--- src/rtl/traffic_pkg.sv ---
// Shared types and default timing for the two-way traffic-light controller.
package traffic_pkg;

  localparam int GREEN_MIN_DEF = 5;
  localparam int GREEN_MAX_DEF = 20;
  localparam int YELLOW_DEF    = 3;

  // Right-of-way states, in the order the light sequence visits them.
  typedef enum logic [1:0] {
    AG = 2'd0,
    AY = 2'd1,
    BG = 2'd2,
    BY = 2'd3
  } state_t;

  typedef struct packed {
    logic ga, ya, ra;
    logic gb, yb, rb;
  } lamps_t;

  // Successor in the fixed AG -> AY -> BG -> BY -> AG cycle.
  function automatic state_t next_state(input state_t s);
    state_t n;
    unique case (s)
      AG:      n = AY;
      AY:      n = BG;
      BG:      n = BY;
      default: n = AG;
    endcase
    return n;
  endfunction

  // Lamp pattern for a state; the opposite road is always red.
  function automatic lamps_t decode(input state_t s);
    lamps_t l;
    l = '0;
    unique case (s)
      AG:      begin l.ga = 1'b1; l.rb = 1'b1; end
      AY:      begin l.ya = 1'b1; l.rb = 1'b1; end
      BG:      begin l.ra = 1'b1; l.gb = 1'b1; end
      default: begin l.ra = 1'b1; l.yb = 1'b1; end
    endcase
    return l;
  endfunction

endpackage

--- src/rtl/traffic_controller_top_dwell_timer.sv ---
// Dwell timer: counts cycles spent in the current state, saturating at MAX.
module dwell_timer #(
  parameter int MAX = 20,
  parameter int W   = $clog2(MAX + 1)
) (
  input  logic         clk,
  input  logic         clear,
  output logic [W-1:0] cnt
);

  localparam logic [W-1:0] CNT_MAX = W'(MAX);

  // Clear on state change/reset, otherwise count up and hold at MAX.
  always_ff @(posedge clk) begin
    if (clear)
      cnt <= '0;
    else if (cnt != CNT_MAX)
      cnt <= cnt + 1'b1;
  end

endmodule

--- src/rtl/traffic_controller_top.sv ---
// Two-way intersection controller: Moore FSM with min/max green and fixed
// yellow intervals, lamps registered alongside the state.
module traffic_controller_top
  import traffic_pkg::*;
#(
  parameter int GREEN_MIN = GREEN_MIN_DEF,
  parameter int GREEN_MAX = GREEN_MAX_DEF,
  parameter int YELLOW    = YELLOW_DEF
) (
  input  logic clk,
  input  logic reset_n,   // active-high synchronous reset
  input  logic Sa,
  input  logic Sb,
  output logic Ga,
  output logic Ya,
  output logic Ra,
  output logic Gb,
  output logic Yb,
  output logic Rb
);

  localparam int CW = $clog2(GREEN_MAX + 1);
  localparam logic [CW-1:0] MIN_T = CW'(GREEN_MIN - 1);
  localparam logic [CW-1:0] MAX_T = CW'(GREEN_MAX - 1);
  localparam logic [CW-1:0] YEL_T = CW'(YELLOW - 1);

  state_t        state;
  lamps_t        lamps;
  logic          go;
  logic [CW-1:0] cnt;

  // Counter restarts whenever the state changes so each state sees cnt=0 first.
  dwell_timer #(.MAX(GREEN_MAX), .W(CW)) u_timer (
    .clk   (clk),
    .clear (reset_n | go),
    .cnt   (cnt)
  );

  // Leave-state condition; sensors only matter while a road is green.
  always_comb begin
    go = 1'b0;
    unique case (state)
      AG:      go = (cnt >= MIN_T && !Sa) || (cnt >= MAX_T && Sb);
      BG:      go = (cnt >= MIN_T && !Sb) || (cnt >= MAX_T && Sa);
      default: go = (cnt == YEL_T);
    endcase
  end

  // State register with lamps decoded from the next state, so lamps change
  // right after the edge that takes the transition.
  always_ff @(posedge clk) begin
    if (reset_n) begin
      state <= AG;
      lamps <= decode(AG);
    end else if (go) begin
      state <= next_state(state);
      lamps <= decode(next_state(state));
    end
  end

  assign Ga = lamps.ga;
  assign Ya = lamps.ya;
  assign Ra = lamps.ra;
  assign Gb = lamps.gb;
  assign Yb = lamps.yb;
  assign Rb = lamps.rb;

endmodule

--- config.mk ---
export PLATFORM = sky130hd
export DESIGN_NAME = traffic_controller_top
export DESIGN_NICKNAME = d
export VERILOG_FILES = /design/src/rtl/traffic_pkg.sv /design/src/rtl/traffic_controller_top_dwell_timer.sv /design/src/rtl/traffic_controller_top.sv
export SDC_FILE = /design/constraint.sdc
export NUM_CORES = 1
export LEC_CHECK = 0
export CAP_MARGIN = 20
export CORE_MARGIN = 10
export CORE_UTILIZATION = 51
export CTS_CLUSTER_DIAMETER = 150
export CTS_CLUSTER_SIZE = 8
export DETAILED_ROUTE_END_ITERATION = 8
export PLACE_DENSITY = 0.76
export SETUP_SLACK_MARGIN = 0.1
export SLEW_MARGIN = 20
export SYNTH_ARGS = -nofsm -noshare
export SYNTH_HDL_FRONTEND = slang
export SYNTH_SLANG_ARGS = --single-unit
--- constraint.sdc ---
create_clock -name clk -period 2.4 [get_ports clk]
set_clock_uncertainty 0.05 [all_clocks]
set_input_delay 0.72 -clock clk [delete_from_list [all_inputs] [get_ports clk]]
set_output_delay 0.72 -clock clk [all_outputs]
set_load 0.05 [all_outputs]
==> results_dict.tcl <==
set metrics [dict create \
    post_drt_wl_per_cell_um 14.69 \
    vias_per_cell 5.882 \
    cp_max_fo 2 \
    fin_crit_sh_pct 91.86 \
    end_kind "output pin" \
    worst-setup-path-type "flop to output pin" \
    initial_core_util_pct 53.94 \
    final_common_cell "dfxtp_1" \
    synth_fp_nets 86 \
    synth_area_um2 701.9 \
    grt_pass1_wl_mm 2.553 \
    chipHeight_um 57.10 \
    critPathArrivalTime_ps 1430 \
    fin_ws_ps 195.4 \
    cp_slowest_cell "clkdlybuf4s50_1" \
    synth.distinct_cells 29 \
    maxCapViolCount 0 \
    drtIter0Drc 16 \
    grt_use_total_pct 9.770 \
    final_cell_mix "dfxtp_1 (12), ha_1 (8), clkdlybuf4s50_1 (8)" \
    holdWs_ps 434.5 \
    htreeDepth 1 \
    hpwl_mm 1.117 \
    ant_nets 0 \
    ys_async_sr_fraction_pct 0 \
    synth_area_per_cell_um2 9.485 \
    antenna_found_initial 0 \
    grt_max_degree 9 \
    cts_tree "built" \
    num_rows 13 \
    cp_top_family "buffers and inverters" \
    numCtsBuffers 3 \
    routed_wl_mm 1.498 \
    min_path_type "flop to flop" \
    clock-sinks 12 \
    ys_ff_latch 12 \
    area_growth_syn_to_layout_pct 20.68 \
    vdd_ir_drop_max_mv 0.3357 \
    crit_required_ps 1630 \
    outcome "finished, final reports clean" \
    slew_violations 0 \
    final_hold_viol_count 0 \
    rsz0062_at_grt "false" \
    fin_tns_setup_ps 0 \
    clkLatencyLatePin_ps 270 \
    path_cells "clkdlybuf4s50_1" \
    antenna_cells 0 \
    postCtsSetupBuffers 0 \
    tightestPinTransition_ps 510.2 \
    post-route-util_pct 65.10 \
    multi_input_area_um2 435.4 \
    dieArea_um2 3260 \
    dieWidth_um 57.10 \
    core-area_um2 1301 \
    synth_edf_count 0 \
    max-slew-margin-rel_pct 65.88 \
    io_pins 10 \
    clkSlewWorstSetupHoldPaths_ps 70 \
    dp_worst_setup_slack_ps 134.6 \
    finalPower_uw 420.2 \
    timing.fmax_mhz 453.6 \
    synth_seq_area_share_pct 34.22 \
    io_buffers 9 \
    grt_pass1_vias 589 \
    cts_root_buf "clkbuf_4" \
    yosysWarnings 0 \
    final_nets 101 \
    synth_cells 74 \
    setup_viol 0 \
    p_per_area_nw_per_um2 496.1 \
    start_kind "flop" \
    synth_ff_type "dfxtp_1" \
    via_count 600 \
    clockBufferDepth 2 \
    period_needed_ps 2205 \
    fill_cells 126 \
    layout.area.seq_um2 240.2 \
    gr-total-overflow 0 \
    gp_congestion 0.8114 \
    p_leak_nw 0.3773 \
    drt-pass1-iter-count 4 \
    slowest_delay_ps 810 \
    drcViolationCount 0 \
    worst-path-buf-inv 1 \
    drive_gt1_share_pct 12.64 \
]
[what timing repair did]
action                     in CTS  in global routing
hold buffers                    0                  0
gates resized for setup         0                  1
setup endpoints to repair       0                  1
[registers in the layout, summed over array words and instances (netlist names)]
| signal | count |
|---|---|
| state | 1 |
| Ya | 1 |
| Ra | 1 |
| Yb | 1 |
| Gb | 1 |
| Rb | 1 |
| u_timer.cnt | 5 |
| Ga | 1 |
[routing by layer]
layer / track usage (%) / up-vias / part of all wire, %
met5: 0 / - / 0
met2: 14.57 / 13 / 46
met1: 10.82 / 282 / 46
li1: - / 301 / -
met4: 6.711 / 0 / 2.4
met3: 4.425 / 4 / 6.0
[cells by family after synthesis]
logic type                 Yosys count  synth area share (%)
DFF                                 12                 34.22
adders and majority gates            8                 14.26
xor gates and xnor gates             4                 4.992
and+or+nand+nor                     26                 21.39
AOI/OAI and AO/OA                   13                 15.51
muxes                                4                 5.882
buffers and inverters                7                 3.743
[where the power goes]
part	internal [mW]	total (mW)	switching, mW
sequential	0.208	0.220	0.0111
combinational	0.0341	0.0762	0.0421
clock	0.0581	0.124	0.0664
[worst paths after layout]
check                               from  endpoint  slack, ps  cells past startpoint
worst max-delay path                  Ga        Ga        200                      1
worst max register to register  state[0]  state[0]        310                      6
worst min register to register        Yb        Yb        430                      2
worst min-delay path                  Yb        Yb        430                      2
[through the flow]
step | instance area (um^2) | cells
global route | 847.1 | 102
detailed placement | 822.0 | 99
finish | 847.1 | 102
global placement | 822.0 | 99
floorplan | 701.9 | 74
CTS | 844.6 | 102
[Yosys cell counts (all sizes together), types with 2 or more instances]
cell type,instances,area share [%]
a21oi,3,2.1
dfxtp,12,34
ha,8,14
inv,6,3.2
mux2i,3,4.3
nand2,3,1.6
nand3,3,2.1
nand4,2,1.8
nor2,4,2.1
nor3,7,5.7
o31ai,4,4.3
xnor2,3,3.7
[final cells by class]
class,count,area share (%)
multi-input cells,55,51.40
inverters,6,2.659
repair buffers,11,12.70
well taps,15,2.216
clock buffers,3,2.659
flip-flops and latches,12,28.36
[worst register-to-register path, cell delays in order (launching register included)]
cell	delay, ps
dfxtp_1	380
inv_1	100
ha_1	280
or3b_2	510
mux2_2	300
nand3_1	230
o31ai_1	120
No activity file was read; power rests on OpenSTA's default activity.
==> variant 1, RTL diff (same settings) <==
Put a register stage on the output `Rb`, with the module's reset. The value now appears one clock later. The other outputs are not delayed to match.
--- a/src/rtl/traffic_controller_top.sv
+++ b/src/rtl/traffic_controller_top.sv
@@ -65,3 +65,9 @@
   assign Yb = lamps.yb;
-  assign Rb = lamps.rb;
+  always_ff @(posedge clk) begin
+    if (reset_n) begin
+      Rb <= '0;
+    end else begin
+      Rb <= lamps.rb;
+    end
+  end
 
Behaviour: not the same (a bounded check fails within 4 cycles, from zero or initial values and one cycle with reset_n high).
==> variant 1 against the original RTL <==
- sequential share of layout area is 1.4 points higher
- routed wire length is 5.9% lower
- sequential cell count is 1 higher
- cell area is 3.1% higher
- worst setup slack worse by 1.0 ps
- largest cell class unchanged
- combinational power is 5.6% higher
- global-route usage is 1.0 points lower
- synthesized area is 3.7% higher
- highest routed layer unchanged
- die area is 2.4% higher
- largest power group unchanged
- critical path type unchanged
- critical path depth stayed put
- total power is 7.9% higher
- fmax hardly changed
==> variant 1: results (changes against the original RTL) <==
status: "finished, final reports clean"  # unchanged
drive_gt1_frac: 0.122  # was 0.126
drt-total-wl_um: 1410  # was 1500 µm
dp_hpwl_um: 1100  # was 1120 µm
nFillCells: 110  # was 126
critPathMaxStageDelay_ps: 810  # about the same
grt_pass1_vias: 560  # was 589
p_leak_nw: 0.375  # was 0.377 nW
via_count: 603  # was 600
synth.area.top_cells: "dfxtp_1, ha_1, mux2i_1, nor3_1, o31ai_1"  # unchanged
clk_path_buf_depth: 2  # unchanged
synth_mux_area_frac: 0.0567  # was 0.0588
ys_seq_area_frac: 0.357  # was 0.342
antenna_cells: 0  # unchanged
grt_first_pass_wirelength_um: 2350  # was 2550 µm
drt_iter0_drc: 9  # was 16
dr.pass1.iters: 6  # was 4
ff2ff_setup_slack_ps: 330  # was 310 ps
synth.distinct_cells: 30  # was 29
syn-num-nets: 88  # was 86
vdd_drop_max_v: 0.000411  # was 0.000336 V
syn_avg_cell_area_um2: 9.58  # was 9.49 µm²
synth_compound_area_frac: 0.149  # was 0.155
synthTopCellsByCount: "dfxtp_1, ha_1, inv_1, nor3_1"  # unchanged
viasPerCell: 5.74  # was 5.88
postPlaceCellArea_um2: 848  # was 822 µm²
synth_fa_ha_area_frac: 0.137  # was 0.143
grt_max_degree: 12  # was 9
final_nets: 103  # was 101
critPathSlowestCell: "clkdlybuf4s50_1"  # unchanged
worst_hold_slack_ps: 409  # was 434 ps
gp_congestion: 0.712  # was 0.811
grt.total_usage: 0.0875  # was 0.0977
==> variant 1: changes by cell type after synthesis, sizes merged <==
cell   before  now
dfxtp      12   13
nor2b       0    1
==> variant 1: layer usage <==
| metal | up-vias | wire, µm | part of all wire | GRT usage |
|---|---|---|---|---|
| met5 | - | 0 | 0 | 0 |
| met4 | 0 | 27 | 0.019 | 0.0403 |
| li1 | 305 | - | - | - |
| met1 | 278 | 608 | 0.43 | 0.0909 |
| met3 | 5 | 87 | 0.062 | 0.0436 |
| met2 | 15 | 686 | 0.49 | 0.144 |
==> variant 1: path summary, 6_finish.rpt <==
path | depth (start not counted) | from | endpoint
setup / recovery | 1 | Gb$_SDFFE_PP0P_ | Gb
hold / removal | 2 | Yb$_SDFFE_PP0P_ | Yb$_SDFFE_PP0P_
setup reg to reg | 6 | state[0]$_SDFFE_PP0P_ | state[1]$_SDFFE_PP0P_
hold reg to reg | 2 | Yb$_SDFFE_PP0P_ | Yb$_SDFFE_PP0P_
==> variant 1: worst min-delay path: stages, from the launching register on <==
cell and delay, ps:
dfxtp_1 310, nand2_1 50, mux2i_1 50
==> variant 1: metrics by stage <==
step	setup WS, ps	utilization
2_1_floorplan	138	-
3_3_place_gp	184	0.644
3_5_place_dp	119	0.644
4_1_cts	184	0.663
5_1_grt	142	0.663
6_report	194	0.663
==> variant 1: logic make-up after synthesis <==
family,count (synthesis)
mux,4
simple gates,27
fa+ha+maj,8
xor+xnor,4
flops,13
compound gates,13
buf+inv,7
==> variant 1: final cells by class <==
type                       count  share of cell area
multi-input combinational     56               0.506
sequential                    13               0.298
inverter                       6              0.0258
timing repair buffer          11               0.119
clock buffer                   4              0.0301
tap                           15              0.0215
==> variant 1: power by group <==
group	internal (mW)	total, mW	switching (mW)
clock network	0.0645	0.136	0.0711
registers	0.226	0.237	0.0114
logic	0.0355	0.0805	0.0450
==> variant 1: what timing repair did <==
item                                   in CTS  in global routing
setup buffers                               0                  0
gates resized for setup                     1                  0
setup endpoints to repair                   1                  0
endpoints found under the hold margin       0                  0
==> variant 2, RTL diff (config.mk and constraints unchanged) <==
Made on the original files. Change the package constant `GREEN_MAX_DEF` from 20 to 10.
--- a/src/rtl/traffic_pkg.sv
+++ b/src/rtl/traffic_pkg.sv
@@ -4,3 +4,3 @@
   localparam int GREEN_MIN_DEF = 5;
-  localparam int GREEN_MAX_DEF = 20;
+  localparam int GREEN_MAX_DEF = 10;
   localparam int YELLOW_DEF    = 3;
Check against the original RTL: no difference found for any inputs over 10 cycles, from zero or initial values and one cycle with reset_n high; that may be too few to reach the edited logic, so the function may still have changed.
==> variant 2 against the original RTL <==
- sequential cell count is 1 lower
- worst setup slack better by 19 ps
- synthesized area is 0.53% higher
- die area is 0.33% higher
- final cell count is 2.0% lower
- core utilization is 1.2 points higher
- synthesized cell count is 6.8% lower
- routed wire length is 21% lower
- total power is 1.2% lower
- cell area is 1.8% higher
==> variant 2: results (changes against the original RTL) <==
dp_hpwl_um: 974  # was 1120 µm
synth.distinct_cells: 24  # was 29
place_ws_ps: -12.3  # was 135 ps
worstReg2RegEnd: "u_timer.cnt[2]$_SDFFE_PP0P_"  # was state[0]$_SDFFE_PP0P_
slew_headroom: 0.665  # was 0.659
grt.total_usage: 0.0852  # was 0.0977
met3_usage: 0.0531  # was 0.0442
r2r-start: "u_timer.cnt[0]$_SDFFE_PP0P_"  # was state[0]$_SDFFE_PP0P_
grt_util_met1: 0.0831  # was 0.108
drt_iter0_drc: 5  # was 16
critPathCapture: "Ya"  # was Ga
p_leak_nw: 0.391  # was 0.377 nW
status: "finished, final reports clean"  # unchanged
clock.fmax_mhz: 457  # was 454 MHz
grt_pass1_vias: 536  # was 589
ys_seq_area_frac: 0.312  # was 0.342
r2r_cells: 8  # was 6
synth_mux_area_frac: 0.138  # was 0.0588
clkLatencyLatePin_ps: 270  # about the same
clk_path_buf_depth: 2  # unchanged
synth.area.top_cells: "dfxtp_1, ha_1, mux2i_1, nand2b_1, nor3b_2"  # was dfxtp_1, ha_1, mux2i_1, nor3_1, o31ai_1
syn-num-nets: 82  # was 86
gp_congestion: 0.708  # was 0.811
grt_first_pass_wirelength_um: 2240  # was 2550 µm
synthTopCellsByCount: "dfxtp_1, ha_1, nand2b_1"  # was dfxtp_1, ha_1, inv_1, nor3_1
grt_use_met2: 0.144  # was 0.146
final_nets: 99  # was 101
largest_reg_flops: 4  # was 5
synth_compound_area_frac: 0.0514  # was 0.155
dr.pass1.iters: 2  # was 4
worstSetupStartpoint: "Ya$_SDFFE_PP0P_"  # was Ga$_SDFFE_PP1P_
viasPerCell: 5.10  # was 5.88
drive_gt1_frac: 0.224  # was 0.126
cpLargestDelayFamily: "buffers and inverters"  # unchanged
vdd_drop_max_v: 0.000337  # was 0.000336 V
ff2ff_setup_slack_ps: 530  # was 310 ps
grt_max_degree: 10  # was 9
synth_fa_ha_area_frac: 0.160  # was 0.143
synth_xor_area_frac: 0.0248  # was 0.0499
drt-total-wl_um: 1190  # was 1500 µm
clk_pin_slew_worst_paths_ps: 70  # about the same
-- variant 2: cell count changes after synthesis, moves of 3 or more --
cell and delta:
nor3_1 -5, nand2b_1 +7, mux2i_1 +3, o31ai_1 -4, a21oi_1 -3, nor3b_2 +4
-- variant 2: power by group --
| part | switching, mW | internal [mW] | leakage (nW) |
|---|---|---|---|
| clock network | 0.0641 | 0.0645 | 0.0150 |
| logic | 0.0405 | 0.0441 | 0.286 |
| registers | 0.00997 | 0.192 | 0.0894 |
| total | 0.115 | 0.301 | 0.391 |
-- variant 2: what timing repair did --
item | CTS | global route
setup endpoints to repair | 1 | 0
hold endpoints to repair | 0 | 0
resized for setup | 1 | 0
-- variant 2: per-stage QoR --
step | instance area (µm²) | hold WS, ps | power, mW | instances
finish | 862 | 428 | 0.415 | 100
detailed placement | 837 | 424 | 0.292 | 96
global placement | 837 | 410 | 0.290 | 96
global route | 862 | 468 | 0.447 | 100
CTS | 862 | 434 | 0.424 | 100
floorplan | 706 | 540 | 0.266 | 69
-- variant 2: area by class of cell --
type                       count  share of cell area
multi-input combinational     52               0.528
timing repair buffer          14               0.147
inverter                       4              0.0174
tap                           15              0.0218
sequential                    11               0.255
clock buffer                   4              0.0305
-- variant 2: how the worst min path moves through the flow --
stage                                       end  cells past startpoint
floorplan           u_timer.cnt[1]$_SDFFE_PP0P_                      2
global placement                Yb$_SDFFE_PP0P_                      2
detailed placement              Yb$_SDFFE_PP0P_                      2
CTS                             Yb$_SDFFE_PP0P_                      2
global route                    Yb$_SDFFE_PP0P_                      2
finish                          Yb$_SDFFE_PP0P_                      2
-- variant 2: cell families (layout without fill, tap and decap cells) --
| logic type | Yosys count | in the layout |
|---|---|---|
| AND/OR/NAND/NOR | 28 | 28 |
| flip-flops | 11 | 11 |
| adder cells (fa/ha/maj) | 9 | 9 |
| multiplexers | 9 | 9 |
| buffers and inverters | 6 | 22 |
| AO/OA/AOI/OAI | 4 | 4 |
| XOR/XNOR | 2 | 2 |
-- variant 2: layer usage --
metal	up-vias	routed length, µm	part of all wire
met5	-	0	0
met4	0	8	0.0068
met3	2	82	0.069
met2	7	574	0.48
met1	239	519	0.44
li1	262	-	-
